File: src/rtl/pipe_stage_buffer_pkg.sv
// Shared types for the pipeline stage buffer: occupancy states and encodings.
package pipe_stage_pkg;

  typedef enum logic [1:0] {
    EMPTY = 2'd0,
    ONE   = 2'd1,
    TWO   = 2'd2
  } stage_state_t;

  localparam logic [1:0] OCC_EMPTY = 2'd0;
  localparam logic [1:0] OCC_ONE   = 2'd1;
  localparam logic [1:0] OCC_TWO   = 2'd2;

endpackage

File: src/rtl/pipe_stage_buffer_sat_counter.sv
// Saturating up-counter with synchronous clear; clear wins over increment.
module sat_counter #(
  parameter int CNT_W = 16
) (
  input  logic             CLK,
  input  logic             nRST,
  input  logic             clr,
  input  logic             inc,
  output logic [CNT_W-1:0] count
);

  always_ff @(posedge CLK or negedge nRST) begin
    if (!nRST) begin
      count <= '0;
    end else if (clr) begin
      count <= '0;
    end else if (inc && (count != '1)) begin
      count <= count + 1'b1;
    end
  end

endmodule

File: src/rtl/pipe_stage_buffer.sv
// Pipeline stage register with valid/ready handshake, optional skid entry,
// synchronous flush, upstream hold and stall/bubble performance counters.
module pipe_stage_buffer
  import pipe_stage_pkg::*;
#(
  parameter int DATA_W = 128,
  parameter int SKID   = 1,
  parameter int CNT_W  = 16
) (
  input  logic              CLK,
  input  logic              nRST,
  input  logic              in_valid,
  output logic              in_ready,
  input  logic [DATA_W-1:0] in_data,
  input  logic              hold,
  input  logic              flush,
  output logic              out_valid,
  input  logic              out_ready,
  output logic [DATA_W-1:0] out_data,
  output logic [1:0]        occupancy,
  input  logic              cnt_clr,
  output logic [CNT_W-1:0]  stall_count,
  output logic [CNT_W-1:0]  bubble_count
);

  stage_state_t      state_q, state_d;
  logic [DATA_W-1:0] main_q, main_d;
  logic [DATA_W-1:0] skid_q, skid_d;
  logic              push, pop;

  always_comb begin
    if (SKID != 0) begin
      in_ready = ~hold & (state_q != TWO);
    end else begin
      in_ready = ~hold & ((state_q == EMPTY) | out_ready);
    end
  end

  assign out_valid = (state_q != EMPTY);
  assign out_data  = main_q;
  assign push      = in_valid & in_ready;
  assign pop       = out_valid & out_ready;

  always_comb begin
    state_d = state_q;
    main_d  = main_q;
    skid_d  = skid_q;
    if (flush) begin
      // Only validity clears; payload registers keep stale contents.
      state_d = EMPTY;
    end else begin
      case (state_q)
        EMPTY: begin
          if (push) begin
            main_d  = in_data;
            state_d = ONE;
          end
        end
        ONE: begin
          if (push && pop) begin
            main_d = in_data;
          end else if (pop) begin
            state_d = EMPTY;
          end else if (push && (SKID != 0)) begin
            skid_d  = in_data;
            state_d = TWO;
          end
        end
        TWO: begin
          if (pop) begin
            main_d  = skid_q;
            state_d = ONE;
          end
        end
        default: state_d = EMPTY;
      endcase
    end
  end

  always_ff @(posedge CLK or negedge nRST) begin
    if (!nRST) begin
      state_q <= EMPTY;
      main_q  <= '0;
      skid_q  <= '0;
    end else begin
      state_q <= state_d;
      main_q  <= main_d;
      skid_q  <= skid_d;
    end
  end

  always_comb begin
    case (state_q)
      ONE:     occupancy = OCC_ONE;
      TWO:     occupancy = OCC_TWO;
      default: occupancy = OCC_EMPTY;
    endcase
  end

  sat_counter #(.CNT_W(CNT_W)) u_stall_cnt (
    .CLK   (CLK),
    .nRST  (nRST),
    .clr   (cnt_clr),
    .inc   (out_valid & ~out_ready),
    .count (stall_count)
  );

  sat_counter #(.CNT_W(CNT_W)) u_bubble_cnt (
    .CLK   (CLK),
    .nRST  (nRST),
    .clr   (cnt_clr),
    .inc   (out_ready & ~out_valid),
    .count (bubble_count)
  );

endmodule

File: config.mk
export PLATFORM = sky130hd
export DESIGN_NAME = pipe_stage_buffer
export DESIGN_NICKNAME = d
export VERILOG_FILES = /design/src/rtl/pipe_stage_buffer_pkg.sv /design/src/rtl/pipe_stage_buffer_sat_counter.sv /design/src/rtl/pipe_stage_buffer.sv
export SDC_FILE = /design/constraint.sdc
export NUM_CORES = 1
export LEC_CHECK = 0
export ABC_CLOCK_PERIOD_IN_PS = 2500
export CAP_MARGIN = 20
export CELL_PAD_IN_SITES_DETAIL_PLACEMENT = 1
export CELL_PAD_IN_SITES_GLOBAL_PLACEMENT = 2
export CORE_MARGIN = 2
export CORE_UTILIZATION = 35
export DETAILED_ROUTE_END_ITERATION = 8
export PLACE_DENSITY_LB_ADDON = 0.3
export SLEW_MARGIN = 10
export SYNTH_ARGS = -nofsm -noshare
export SYNTH_HDL_FRONTEND = slang
export SYNTH_SLANG_ARGS = --single-unit
File: constraint.sdc
create_clock -name CLK -period 2.5 [get_ports CLK]
set_input_delay 0.375 -clock CLK [delete_from_list [all_inputs] [get_ports CLK]]
set_output_delay 0.375 -clock CLK [all_outputs]
set_load 0.05 [all_outputs]
[Yosys cells after proc, flatten, opt, wreduce, memory -nomap -nowiden]
Cells that the tools add are included.
Word-level totals
  register bits after elaboration: 290
  bits of input ports: 135
  output and inout bits: 164
  logic and storage cells: 57
Cells by class
  add/subtract/negate cells: 2
  equal/unequal tests: 12
  muxes and demuxes: 16
  bitwise gates (word level): 11
  reduce and logical (&&, ||, !) cells: 11
Operator list (number)
  two-way mux 128 bit: 3
  one-hot mux 128 bit (3 select lines): 1
  two-way mux 16 bit: 4
  adder 16 x 1 -> 16 bit, second input constant: 2
  inequality test 16 bit, second input constant: 2
  two-way mux 2 bit: 6
  AND reduction 5 bit: 2
  inequality test 3 bit, second input constant: 3
  inequality test 2 bit, second input constant: 4
  NOT 1 bit: 6
  one-hot mux 2 bit (3 select lines): 1
  nonzero test 2 bit: 3
  bitwise AND 1 bit: 5
  inequality test 4 bit, second input constant: 1
  one-hot mux 2 bit (2 select lines): 1
  AND reduction 4 bit: 1
  logical AND 1 bit: 3
  nonzero test 3 bit: 1
  == test 2 x 1 -> 1 bit, second input constant: 1
  == test 2 bit, second input constant: 1
  logical NOT 2 bit: 1

[Logic depth before layout (Yosys ltp)]
  word-level depth: 8
  depth in mapped cells: 7
  mapped depth without buffers: 5

[Hierarchy]
From an unflattened synthesis, not the netlist that was laid out.
Second synthesis, totals
  cell total of the unflattened synthesis: 1042
  area, all modules: 12604.6 um^2
Modules (own cells, without submodules)
  pipe_stage_buffer: times used 1, cells each 846, area an instance 10720.3 um^2, seq. area each 6456.2 um^2
  sat_counter: times used 2, cells each 98, area an instance 942.2 um^2, seq. area each 400.4 um^2

[Worst setup path after synthesis]
No wires, ideal clock.
  path type: register to output
  start point: register state_q[1]
  end point: output in_ready
  arrival time: 1.924 ns
  data required time: 2.125 ns
  slack: 0.201 ns
  cell stages (with the launch flop): 6
  path buffers: 3
  path through: dfrtp_1 > buf_6 > nor2b_1 > clkbuf_1 > clkbuf_1 > nor2_1
On the way
  longest elaborated chain between the ends: 2
RTL lines
  start, declared: line pipe_stage_buffer.sv:26  | stage_state_t state_q, state_d;
  start signal, assigned: line pipe_stage_buffer.sv:86  | state_q <= state_d;
  inequality test 2 bit: line pipe_stage_buffer.sv:33  | in_ready = ~hold & (state_q != TWO);
  bitwise AND 1 bit: line pipe_stage_buffer.sv:33
  end, declared: line pipe_stage_buffer.sv:13  | output logic in_ready,
No other way between the ends.

[Worst setup path after layout]
  start point: register u_stall_cnt.count[2]
  end point: output stall_count[2]
RTL lines
  start, declared: line pipe_stage_buffer_sat_counter.sv:9  | output logic [CNT_W-1:0] count
  start signal, assigned: line pipe_stage_buffer_sat_counter.sv:18  | count <= count + 1'b1;
  end, declared: line pipe_stage_buffer.sv:22  | output logic [CNT_W-1:0] stall_count,
No word-level cell between the ends.

==> run_results.csv <==
group,metric,value,unit
critical_path,crit_family,"buffers and inverters",
critical_path,worstPathRequired,2.12,ns
critical_path,reg2reg_depth,6,
critical_path,cp.depth,1,
critical_path,critPathMaxStageDelay,0.86,ns
placed_design,place_area,17300,µm²
layout,final_nets,1370,
cts,cts.sink_count,290,
layout,layout_commonest_cell,"mux2_2",
critical_path,crit_fanout,7,
hold_path,hold_path.class,"input port to asynchronous set/reset pin",
layout,drive_above_1_share,39.5,%
power_and_ir_drop,vdd_ir_drop_max,0.526,mV
grt,grt_overflow_total,0,
floorplanning,rows,72,
critical_path,cp_num_buf_inv,1,
sta,period_minus_slack,2.23,ns
sta,tns,0,ns
logic_synthesis,synth_nets,1045,
grt,grt_pass1_vias,9529,
route,wl_met2,16.6,mm
placed_design,dp_hpwl,23.8,mm
placed_design,dp_cells,1711,
critical_path,cp_slowest_cell,"clkdlybuf4s50_1",
grt,antenna_found_initial,3,
status,status,"finished clean",
sta,worst_slew_pin_slew,0.635,ns
logic_synthesis,avgSynthCellArea,14.9,µm²
critical_path,cp-startpoint,"u_stall_cnt.count[2]",
floorplanning,start_util,35.2,%
sta,skew,0.0212,ns
logic_synthesis,synth.distinct_cells,50,
job,maxCapViolations,0,
power_and_ir_drop,p_total,15.5,mW
critical_path,path_cells,"clkdlybuf4s50_1",
floorplanning,coreArea,38500,µm²
critical_path,endpoint,"stall_count[2]",
critical_path,critPathCaptureType,"output pin",
sta,grt_setup_unrepaired,"no",
layout,n_fill_cell,3911,
power_and_ir_drop,p_per_area,842,nW/µm²
grt,grt_usage,17.5,%
layout,stdcell_count,1776,
route,drc,0,
floorplanning,dieWidth,201,µm
critical_path,rrSetupSlack,0.33,ns
grt,grt_pass1_wl,55.9,mm
logic_synthesis,synth_edf_count,0,
cts,cts_buffer_depth,3,
route,dr.pass1.iters,4,
route,top_layer,"met5",
logic_synthesis,synth_ff_type,"dfrtp_1",
critical_path,critPathKind,"flop to output pin",
critical_path,crit_path_start_kind,"flop",
sta,max_freq,449,MHz
critical_path,worstPathArrival,1.85,ns
floorplanning,dieArea,40300,µm²
sta,hold_ws,0.415,ns
logic_synthesis,syn-instance-count,908,
power_and_ir_drop,leakagePower,7.89,nW
cts,path_clk_slew,0.06,ns
route,dr.first_iter.drc_count,216,
route,vias,8647,
cts,cts_tree,"done",
sta,hold_viol,0,
cts,insertion_delay,0.53,ns
sta,slew_viol_final,0,
cts,htree_num_levels,2,
layout,fin_area,18400,µm²
cts,numCtsBuffers,34,
critical_path,r2r-end,"out_data[55]",
route,ant_nets,0,
layout,syn_to_final_growth,35.8,%
placed_design,gp_congestion,0.714,
route,wl_met3,2.14,mm
critical_path,r2r-start,"state_q[1]",
layout,final_cell_mix,"mux2_2, clkdlybuf4s50_1, dfrtp_1",
placed_design,port_buffers,298,
sta,slew_headroom,57.3,%
logic_synthesis,yosysSeqAreaShare,53.6,%
route,wire_per_inst,19.6,µm
logic_synthesis,synth_area,13600,µm²
sta,setup_violations,0,
logic_synthesis,async_flop_share,100,%
logic_synthesis,ys_warn_count,0,
grt,grt_max_degree,61,
route,wl_met1,15.3,mm
sta,period_share,89.1,%
route,routed_wirelength,34.8,mm
floorplanning,io_pins,299,
floorplanning,die_y,201,µm
cts,root_buffer,"clkbuf_16",
logic_synthesis,ys_ff_latch,290,
route,viasPerCell,4.87,
routing by layer:
| metal | up-vias | track usage [%] |
|---|---|---|
| met1 | 4463 | 22.3 |
| li1 | 3940 | - |
| met4 | 4 | 5.24 |
| met5 | - | 0 |
| met2 | 190 | 28.8 |
| met3 | 50 | 4.87 |
report_power, final:
| group | internal [mW] | switching (mW) | leakage (nW) | total, mW |
|---|---|---|---|---|
| Clock | 2.76 | 1.95 | 0.502 | 4.70 |
| Combinational | 2.06 | 2.61 | 3.73 | 4.68 |
| Sequential | 5.59 | 0.518 | 3.66 | 6.11 |
| Total | 10.4 | 5.08 | 7.89 | 15.5 |
cells in the mapped netlist, types with 2 or more instances:
library cell / instances / area share [%]
mux2_2: 294 / 24
dfrtp_1: 290 / 54
mux2_4: 100 / 11
buf_2: 22 / 0.81
nor2_1: 21 / 0.58
a21oi_1: 18 / 0.66
nand2_1: 16 / 0.44
nor2b_1: 14 / 0.65
clkbuf_1: 13 / 0.36
buf_12: 11 / 1.6
nand3_1: 10 / 0.37
o31ai_1: 9 / 0.50
or4_1: 9 / 0.50
nor3_1: 8 / 0.30
nand4_1: 7 / 0.32
o21ai_0: 7 / 0.26
or3_1: 6 / 0.28
inv_1: 4 / 0.11
nor4_1: 4 / 0.18
and4_1: 3 / 0.19
nor4b_1: 3 / 0.19
a211oi_1: 2 / 0.11
a21o_1: 2 / 0.11
and3_1: 2 / 0.092
buf_6: 2 / 0.17
buf_8: 2 / 0.22
ha_1: 2 / 0.18
mux2_1: 2 / 0.17
nand2b_1: 2 / 0.092
o21ba_2: 2 / 0.15
or2_2: 2 / 0.092
timing repair:
| action | in CTS | in global routing |
|---|---|---|
| setup buffers | 0 | 3 |
| pin swaps | 0 | 0 |
| hold endpoints to repair | 52 | 0 |
| hold buffers | 1 | 0 |
| cloned | 0 | 0 |
| gates resized for setup | 1 | 0 |
| setup endpoints to repair | 1 | 1 |
how the worst min path moves through the flow:
stage          start          end  slack (ns)  cells after the start
2_1_floorplan   nRST  out_data[0]        0.08                      0
3_3_place_gp    nRST    skid_q[5]        0.38                      1
3_5_place_dp    nRST  out_data[9]        0.38                      1
4_1_cts         nRST  out_data[9]        0.40                      2
5_1_grt         nRST  out_data[9]        0.45                      2
6_report        nRST  out_data[9]        0.41                      2
final cells by class:
cell class | instances | area [µm²] | area share (%)
Sequential cell | 290 | 7260 | 39.5
Multi-Input combinational cell | 561 | 5850 | 31.8
Timing Repair Buffer | 342 | 3590 | 19.5
Clock buffer | 52 | 960 | 5.22
Tap cell | 518 | 648 | 3.52
Clock inverter | 8 | 75.1 | 0.408
Inverter | 4 | 15.0 | 0.0816
Antenna cell | 1 | 2.50 | 0.0136
kinds of logic (layout without fill, tap and decap cells):
family / after synthesis / count (layout) / share of synthesized area, %
multiplexers: 397 / 397 / 35.8
flip-flops: 290 / 290 / 53.6
AND/OR/NAND/NOR: 115 / 115 / 4.82
buffers and inverters: 57 / 406 / 3.42
AO/OA/AOI/OAI: 46 / 46 / 2.21
adder cells (fa/ha/maj): 2 / 2 / 0.185
XOR/XNOR: 1 / 1 / 0.0646
other: 0 / 1 / 0
state kept, by name (all words and copies together), names as in the netlist:
name and cells:
out_data 128, skid_q 128, u_bubble_cnt.count 16, u_stall_cnt.count 16, state_q 2
through the flow:
step / worst slack [ns] / util (%)
after floorplan: 0.201 / -
after global placement: -0.0227 / 45.0
after detailed placement: -0.0337 / 45.0
after CTS: 0.00460 / 47.7
after global routing: 0.168 / 47.8
final: 0.272 / 47.8
Note: power is estimated with default switching activity, not from simulation.
